===== config.mk =====
export PLATFORM = sky130hd
export DESIGN_NAME = uart_rx_flat
export DESIGN_NICKNAME = d
export VERILOG_FILES = /design/src/rtl/uart_rx_if.sv /design/src/rtl/uart_rx.sv /design/src/flat_wrapper.sv
export SDC_FILE = /design/constraint.sdc
export NUM_CORES = 1
export LEC_CHECK = 0
export ABC_CLOCK_PERIOD_IN_PS = 5800
export BUFFER_PORTS_ARGS = -buffer_cell sky130_fd_sc_hd__buf_2
export CORE_UTILIZATION = 60
export CTS_CLUSTER_DIAMETER = 200
export DETAILED_ROUTE_END_ITERATION = 10
export PLACE_DENSITY = 0.82
export SYNTH_ARGS = -nofsm -noshare
export SYNTH_HDL_FRONTEND = slang
export SYNTH_SLANG_ARGS = --single-unit

===== constraint.sdc =====
create_clock -name clk16x -period 5.8 [get_ports clk16x]
set_clock_uncertainty 0.2 [all_clocks]
set_input_delay 0 -clock clk16x [delete_from_list [all_inputs] [get_ports clk16x]]
set_output_delay 0 -clock clk16x [all_outputs]
set_load 0.01 [all_outputs]

===== src/rtl/uart_rx_if.sv =====
`default_nettype none
`timescale 1ns/1ps
// ---------------------------------------------------------------------------
// uart_rx_if : serial line, CPU read strobe and received-byte status bundle.
// Revision   : 1.0
// ---------------------------------------------------------------------------
interface uart_rx_if #(
   parameter int DATA_BITS = 8
);
   logic                 rxd;
   logic                 rdn;
   logic [DATA_BITS-1:0] d_out;
   logic                 r_ready;
   logic                 parity_error;
   logic                 frame_error;
   logic                 overrun;
   logic [3:0]           no_bits_rcvd;

   modport master (
      output rxd, rdn,
      input  d_out, r_ready, parity_error, frame_error, overrun, no_bits_rcvd
   );

   modport slave (
      input  rxd, rdn,
      output d_out, r_ready, parity_error, frame_error, overrun, no_bits_rcvd
   );
endinterface
`default_nettype wire


===== src/rtl/uart_rx.sv =====
`default_nettype none
`timescale 1ns/1ps
// ---------------------------------------------------------------------------
// uart_rx  : 16x oversampling UART receiver, 8E1 frames, CPU read strobe.
//            Optional 3-sample majority voting under UART_RX_MAJORITY_EN.
// Revision : 1.0
// ---------------------------------------------------------------------------
module uart_rx #(
   parameter int DATA_BITS = 8
) (
   input  wire logic clk16x,
   input  wire logic clrn,
   uart_rx_if.slave  bus
);

   typedef enum logic [2:0] {
      IDLE      = 3'd0,
      START     = 3'd1,
      DATA      = 3'd2,
      PARITY    = 3'd3,
      STOP      = 3'd4,
      WAIT_HIGH = 3'd5
   } state_t;

   state_t               state, state_nx;
   logic                 sync1, rxd_s;
   logic                 bit_val;
   logic [3:0]           cnt, cnt_nx;
   logic [3:0]           nbits, nbits_nx;
   logic [DATA_BITS-1:0] shreg, shreg_nx;
   logic                 par_s, par_nx;
   logic [DATA_BITS-1:0] dout_q, dout_nx;
   logic                 rdy_q, rdy_nx;
   logic                 pe_q, pe_nx;
   logic                 fe_q, fe_nx;
   logic                 ovr_q, ovr_nx;
   logic                 done;

   always_ff @(posedge clk16x or negedge clrn) begin
      if (!clrn) begin
         sync1 <= 1'b1;
         rxd_s <= 1'b1;
      end else begin
         sync1 <= bus.rxd;
         rxd_s <= sync1;
      end
   end

`ifdef UART_RX_MAJORITY_EN
   // Vote over the samples one before, at, and one after the bit centre.
   localparam logic [3:0] START_TAP = 4'd8;
   logic [1:0] hist;

   always_ff @(posedge clk16x or negedge clrn) begin
      if (!clrn) hist <= 2'b11;
      else       hist <= {hist[0], rxd_s};
   end

   assign bit_val = (rxd_s & hist[0]) | (rxd_s & hist[1]) | (hist[0] & hist[1]);
`else
   localparam logic [3:0] START_TAP = 4'd7;
   assign bit_val = rxd_s;
`endif

   always_ff @(posedge clk16x or negedge clrn) begin
      if (!clrn) begin
         state  <= IDLE;
         cnt    <= 4'd0;
         nbits  <= 4'd0;
         shreg  <= '0;
         par_s  <= 1'b0;
         dout_q <= '0;
         rdy_q  <= 1'b0;
         pe_q   <= 1'b0;
         fe_q   <= 1'b0;
         ovr_q  <= 1'b0;
      end else begin
         state  <= state_nx;
         cnt    <= cnt_nx;
         nbits  <= nbits_nx;
         shreg  <= shreg_nx;
         par_s  <= par_nx;
         dout_q <= dout_nx;
         rdy_q  <= rdy_nx;
         pe_q   <= pe_nx;
         fe_q   <= fe_nx;
         ovr_q  <= ovr_nx;
      end
   end

   // After the start check, cnt wraps every 16 ticks so each later decision lands on cnt=15.
   always_comb begin
      state_nx = state;
      cnt_nx   = cnt + 4'd1;
      nbits_nx = nbits;
      shreg_nx = shreg;
      par_nx   = par_s;
      done     = 1'b0;
      case (state)
         IDLE: begin
            cnt_nx = 4'd0;
            if (!rxd_s) state_nx = START;
         end
         START: begin
            if (cnt == START_TAP) begin
               cnt_nx = 4'd0;
               if (bit_val) begin
                  state_nx = IDLE;
               end else begin
                  state_nx = DATA;
                  nbits_nx = 4'd1;
               end
            end
         end
         DATA: begin
            if (cnt == 4'hF) begin
               shreg_nx = {bit_val, shreg[DATA_BITS-1:1]};
               nbits_nx = nbits + 4'd1;
               if (nbits == 4'(DATA_BITS)) state_nx = PARITY;
            end
         end
         PARITY: begin
            if (cnt == 4'hF) begin
               par_nx   = bit_val;
               nbits_nx = nbits + 4'd1;
               state_nx = STOP;
            end
         end
         STOP: begin
            if (cnt == 4'hF) begin
               done     = 1'b1;
               nbits_nx = 4'd0;
               state_nx = bit_val ? IDLE : WAIT_HIGH;
            end
         end
         WAIT_HIGH: begin
            if (rxd_s) state_nx = IDLE;
         end
         default: begin
            state_nx = IDLE;
            nbits_nx = 4'd0;
         end
      endcase
   end

   // Frame completion takes priority over a CPU read on the same edge.
   always_comb begin
      dout_nx = dout_q;
      rdy_nx  = rdy_q;
      pe_nx   = pe_q;
      fe_nx   = fe_q;
      ovr_nx  = ovr_q;
      if (done) begin
         dout_nx = shreg;
         pe_nx   = (^shreg) != par_s;
         fe_nx   = !bit_val;
         ovr_nx  = rdy_q & bus.rdn;
         rdy_nx  = 1'b1;
      end else if (!bus.rdn) begin
         rdy_nx  = 1'b0;
         ovr_nx  = 1'b0;
      end
   end

   assign bus.d_out        = dout_q;
   assign bus.r_ready      = rdy_q;
   assign bus.parity_error = pe_q;
   assign bus.frame_error  = fe_q;
   assign bus.overrun      = ovr_q;
   assign bus.no_bits_rcvd = nbits;

endmodule
`default_nettype wire


===== src/flat_wrapper.sv =====
// flat-port wrapper written by rule: the top's interface ports become plain ports
module uart_rx_flat 
#(
   parameter int DATA_BITS = 8
)
  (clk16x, clrn, bus_rxd, bus_rdn, bus_d_out, bus_r_ready, bus_parity_error, bus_frame_error, bus_overrun, bus_no_bits_rcvd);
  uart_rx_if #(.DATA_BITS(DATA_BITS)) bus_i ();
  input  wire logic clk16x;
  input  wire logic clrn;
  input wire logic [$bits(bus_i.rxd)-1:0] bus_rxd;
  input wire logic [$bits(bus_i.rdn)-1:0] bus_rdn;
  output wire logic [$bits(bus_i.d_out)-1:0] bus_d_out;
  output wire logic [$bits(bus_i.r_ready)-1:0] bus_r_ready;
  output wire logic [$bits(bus_i.parity_error)-1:0] bus_parity_error;
  output wire logic [$bits(bus_i.frame_error)-1:0] bus_frame_error;
  output wire logic [$bits(bus_i.overrun)-1:0] bus_overrun;
  output wire logic [$bits(bus_i.no_bits_rcvd)-1:0] bus_no_bits_rcvd;
  assign bus_i.rxd = bus_rxd;
  assign bus_i.rdn = bus_rdn;
  assign bus_d_out = bus_i.d_out;
  assign bus_r_ready = bus_i.r_ready;
  assign bus_parity_error = bus_i.parity_error;
  assign bus_frame_error = bus_i.frame_error;
  assign bus_overrun = bus_i.overrun;
  assign bus_no_bits_rcvd = bus_i.no_bits_rcvd;
  uart_rx #(.DATA_BITS(DATA_BITS)) u_core (.clk16x(clk16x), .clrn(clrn), .bus(bus_i));
endmodule

**Word level (Yosys, flattened, before mapping)**

Index checks and enable logic that the tools add are counted.
W data, S select, Z words.

- Flip-flop bits (word level): 34
- Bits of input ports: 4
- Output and inout port bits: 16
- Word-level logic and storage cells: 66

- Add/sub/neg operators: 2
- Equality and inequality tests: 19
- Mux-type cells: 22
- Bitwise gates (word level): 2
- Reductions and logical operators: 9

Operators with widths:

| cell | count |
|---|---|
| $mux W3 | 8 |
| $mux W4 | 5 |
| $pmux W3 S6 | 1 |
| $ne A2 B1 Y1 const B | 8 |
| $pmux W4 S4 | 1 |
| $add A4 B1 Y4 const B | 2 |
| $eq A4 B4 Y1 const B | 2 |
| $pmux W4 S2 | 1 |
| $reduce_xor A8 Y1 | 1 |
| $reduce_and A7 Y1 | 1 |
| $eq A3 B2 Y1 const B | 2 |
| $eq A3 B3 Y1 const B | 2 |
| $mux W1 | 5 |
| $reduce_and A5 Y1 | 1 |
| $eq A4 B3 Y1 const B | 1 |
| $ne A2 B2 Y1 const B | 2 |
| $reduce_and A2 Y1 | 2 |
| $reduce_or A2 Y1 | 2 |
| $eq A3 B1 Y1 const B | 1 |
| $logic_not A3 Y1 | 1 |
| $mux W2 | 1 |
| $and A1 B1 Y1 | 1 |
| $logic_not A1 Y1 | 1 |
| $ne A1 B1 Y1 | 1 |
| $not A1 Y1 | 1 |

**Longest topological paths before layout**

- Depth in word-level cells: 4
- Mapped depth: 6
- Gate-level depth less buffers: 6

**Worst setup path before layout**

Ideal clock, no wire load.

- Path type: flip-flop to flip-flop
- Start point: register u_core.cnt[0]
- End point: register u_core.nbits[3], in the netlist u_core.bus.no_bits_rcvd[3]
- Data arrival time: 1.619 ns
- Data required time: 5.476 ns
- Setup slack: 3.857 ns
- Stages on the path, launching flop included: 7
- Buffers on the path: 0
- Clock period less this slack: 1.943 ns
- Cell sequence: dfrtp_1 ha_1 and3_1 o21a_1 o31ai_2 or4_1 nand3_1

- Longest elaborated chain between the ends: 3
- Elaborated cells between the ends (all ways): 6

Ends and longest elaborated chain:

| element | line | text |
|---|---|---|
| start, declared | uart_rx.sv:28 | `logic [3:0] cnt, cnt_nx;` |
| start signal, assigned | uart_rx.sv:79 | `cnt <= cnt_nx;` |
| $eq A4 B4 Y1 / $eq A4 B3 Y1 (equally long branches) | - |  |
| $ne A2 B1 Y1 (no line) | - |  |
| $reduce_and A5 Y1 (no line) (*) | - |  |
| end signal, assigned | uart_rx.sv:80 | `nbits <= nbits_nx;` |
| end, declared | uart_rx.sv:29 | `logic [3:0] nbits, nbits_nx;` |

Every way passes the cells marked *; elsewhere a longest branch is shown, timed or not.
A chain may end at the register's enable or synchronous reset.

**Worst setup path after layout**

- Start point: register u_core.cnt[0]
- End point: register u_core.dout_q[4], in the netlist u_core.bus.d_out[4]

- Longest elaborated chain between the ends: 3

Ends and longest elaborated chain:

| element | line | text |
|---|---|---|
| $eq A4 B4 Y1 | uart_rx.sv:130 | `if (cnt == 4'hF) begin` |
| $mux W1 | uart_rx.sv:130 |  |
| $mux W1 | uart_rx.sv:99 | `case (state)` |
| end signal, assigned | uart_rx.sv:83 | `dout_q <= dout_nx;` |
| end, declared | uart_rx.sv:32 | `logic [DATA_BITS-1:0] dout_q, dout_nx;` |

Every way passes these cells.

==> out/qor.tcl <==
set qor(run_status) {complete, no violations}
set qor(synthesis.area_mm2) 0.00158
set qor(grt_pass1_wl_um) 4330
set qor(use_met3_pct) 6.03
set qor(min_path_type) {in2async}
set qor(finalHoldViolCount) 0
set qor(max-vdd-ir-drop_mv) 0.235
set qor(final_nets) 162
set qor(grt_most_used_layer) {met2}
set qor(post_drt_wl_per_cell_um) 14.2
set qor(insertedDiodeCount) 0
set qor(unrepaired_setup_endpoints_after_global_routing) {no}
set qor(layout-drive-gt1-share_pct) 32.7
set qor(yosysMostFrequentCell) {sky130_fd_sc_hd__dfrtp_1}
set qor(actual_transition_at_the_worst_max_transition_pin_ps) 937
set qor(synthTopCellsByArea) {sky130_fd_sc_hd__dfrtp_1, sky130_fd_sc_hd__mux2_2, sky130_fd_sc_hd__xnor2_1, sky130_fd_sc_hd__dfstp_2, sky130_fd_sc_hd__ha_1}
set qor(grt_util_met1_pct) 28.4
set qor(cts_inserted_buffers) 5
set qor(finalCritPeriodShare_pct) 40.2
set qor(drcViolationCount) 0
set qor(finalMaxSlewViolations) 0
set qor(vias_per_cell) 5.66
set qor(gr_overflow_total) 0
set qor(core_area_mm2) 0.00248
set qor(synth_top_area_share_pct) 50.8
set qor(grt_antenna_before_repair) 0
set qor(worstSetupPathType) {reg2reg}
set qor(worst-endpoint-arrival_ps) 2350
set qor(tns_ps) 0
set qor(syn-mean-instance-area_um2) 12.1
set qor(synth_enable_flop_cells) 0
set qor(grt_start_max_net_pins) 35
set qor(synth.cells.most_frequent) {sky130_fd_sc_hd__dfrtp_1, sky130_fd_sc_hd__mux2_2, sky130_fd_sc_hd__nand2_1, sky130_fd_sc_hd__o21ai_0, sky130_fd_sc_hd__xnor2_1}
set qor(ctsHtreeMaxLevel) 2
set qor(max_cap_violations) 0
set qor(total_number_of_vias) 1053
set qor(clk_root_buffer_cell) {sky130_fd_sc_hd__clkbuf_4}
set qor(first_pass_drt_iterations) 3
set qor(row_count) 18
set qor(max_freq_ghz) 0.428
set qor(async_s_r_ff_share_synth_pct) 100
set qor(fp.dieArea_mm2) 0.00284
set qor(boundaryPins) 20
set qor(grt_pass1_vias) 947
set qor(power.leakage_nw) 0.890
set qor(numPlacedInstances) 175
set qor(hpwlAfterDp_um) 1840
set qor(clkTransAtPathRegs_ps) 100
set qor(cp_capture_type) {flop}
set qor(io_buffer_count) 19
set qor(worst_skew_pair_latency_ps) 330
set qor(synth.net_count) 137
set qor(clock_tree.buffer_depth) 2
set qor(total_number_of_clock_tree_sinks) 34
set qor(synth_seq_cells) 34
set qor(initialDrtViolationCount) 9
set qor(routed_wirelength_um) 2640
set qor(global_route.usage.met2_pct) 34.4
set qor(syn-instance-count) 130
set qor(layout.cells.non_filler) 186
set qor(cts_tree) {yes}
set qor(yosys.area.top_type) {sky130_fd_sc_hd__dfrtp_1}
set qor(globalRouteTotalUtil_pct) 22.5
set qor(timing.critical_path.fanout_max) 12
set qor(power.density_cell_area_mw_per_mm2) 324
set qor(initial_core_util_pct) 63.6
set qor(worstPathRequired_ps) 5820
set qor(synthDistinctLibCells) 39
set qor(areaGrowthSynthToFinish_pct) 12.9
set qor(tmin_final_ps) 2330
set qor(worstSetupStartpointType) {flop}
set qor(routabilityCongestion) 0.843
set qor(die-width_um) 53.3
set qor(final-setup-viol-count) 0
set qor(synth_seq_area_share_pct) 54.1
set qor(floorplan.die.height_um) 53.3
set qor(drtAntennaViolNets) 0
set qor(dominantRegCellSynth) {sky130_fd_sc_hd__dfrtp_1}
set qor(yosysWarningCount) 0
set qor(maxSlewHeadroom_pct) 37.2
set qor(post-cts-setup-buffers) 0
flip-flops by register name (all words and copies together), names as in the netlist:
name,cells
u_core.bus.parity_error,1
u_core.shreg,8
u_core.bus.r_ready,1
u_core.bit_val,1
u_core.bus.no_bits_rcvd,4
u_core.bus.d_out,8
u_core.state,3
u_core.par_s,1
u_core.bus.overrun,1
u_core.bus.frame_error,1
u_core.cnt,4
u_core.sync1,1
per-layer routing:
metal	vias to the layer above	part of all wire, %
met1	499	47
li1	517	-
met5	-	0
met3	10	4.1
met4	0	2.7
met2	27	46
placed cells by master (no fill, tap or decap), types with 2 or more instances in the layout:
cell type	netlist	layout
sky130_fd_sc_hd__dfstp_2	2	2
sky130_fd_sc_hd__dfrtp_1	32	32
sky130_fd_sc_hd__mux2i_1	3	3
sky130_fd_sc_hd__nand2b_1	2	2
sky130_fd_sc_hd__nor2_1	5	5
sky130_fd_sc_hd__or4_1	2	2
sky130_fd_sc_hd__mux2_2	17	17
sky130_fd_sc_hd__nand3_1	5	5
sky130_fd_sc_hd__xnor2_1	7	7
sky130_fd_sc_hd__o21ai_0	7	7
sky130_fd_sc_hd__inv_1	3	3
sky130_fd_sc_hd__nor3_1	2	2
sky130_fd_sc_hd__nor2b_1	3	3
sky130_fd_sc_hd__clkbuf_4	0	5
sky130_fd_sc_hd__ha_1	3	3
sky130_fd_sc_hd__dlygate4sd3_1	0	3
sky130_fd_sc_hd__a21oi_1	2	2
sky130_fd_sc_hd__buf_2	3	19
sky130_fd_sc_hd__nand2_1	7	7
sky130_fd_sc_hd__xor2_1	3	3
sky130_fd_sc_hd__o31ai_1	2	2
kinds of logic after synthesis:
group / count (synthesis) / share of synthesized area [%]
flops: 34 / 54.1
fa+ha+maj: 3 / 2.38
buf+inv: 8 / 2.14
xor+xnor: 10 / 5.56
simple gates: 35 / 13.0
mux: 21 / 14.8
compound gates: 19 / 8.02
critical path: stages (launching register included):
cell and delay [ps]:
sky130_fd_sc_hd__dfrtp_1 380, sky130_fd_sc_hd__ha_1 260, sky130_fd_sc_hd__nand3_2 170, sky130_fd_sc_hd__nor3_2 790, sky130_fd_sc_hd__mux2_2 430
final timing paths:
kind                          startpoint                  end  slack (ps)  depth (start not counted)
min                                 clrn      u_core.state[0]          60                          2
max reg2reg                u_core.cnt[0]  u_core.bus.d_out[4]        3470                          4
min reg2reg                 u_core.sync1       u_core.bit_val         170                          0
max in group asynchronous           clrn  u_core.bus.d_out[7]        4870                          2
max                        u_core.cnt[0]  u_core.bus.d_out[4]        3470                          4
min in group clk16x              bus_rxd         u_core.sync1         120                          2
where the power goes:
part	internal [mW]	leakage, nW	switching (mW)
Clock	0.0587	0.0353	0.0740
Sequential	0.264	0.460	0.0469
Combinational	0.0594	0.395	0.0745
Total	0.382	0.890	0.195
cell type report:
class / count / area (um^2)
Timing Repair Buffer: 22 / 125
Clock buffer: 7 / 55.1
Sequential cell: 34 / 853
Multi-Input combinational cell: 88 / 689
Clock inverter: 1 / 5.00
Tap cell: 30 / 37.5
Fill cell: 187 / 697
Inverter: 4 / 15.0
timing repair:
action,4_1_cts,5_1_grt
endpoints found under the setup margin,0,0
resized for setup,0,0
hold buffers,3,0
endpoints found under the hold margin,37,0
through the flow:
step	area, um^2	setup WS [ps]	utilization (%)	hold slack, ps	power [mW]
3_3_place_gp	1690	3530	68.2	-114	0.440
4_1_cts	1780	3450	71.9	77.2	0.585
5_1_grt	1780	3290	71.9	102	0.623
3_5_place_dp	1690	3450	68.2	-102	0.449
6_report	1780	3470	71.9	58.7	0.578
2_1_floorplan	1580	3860	-	-496	0.406
(Power assumes the default switching activity.)
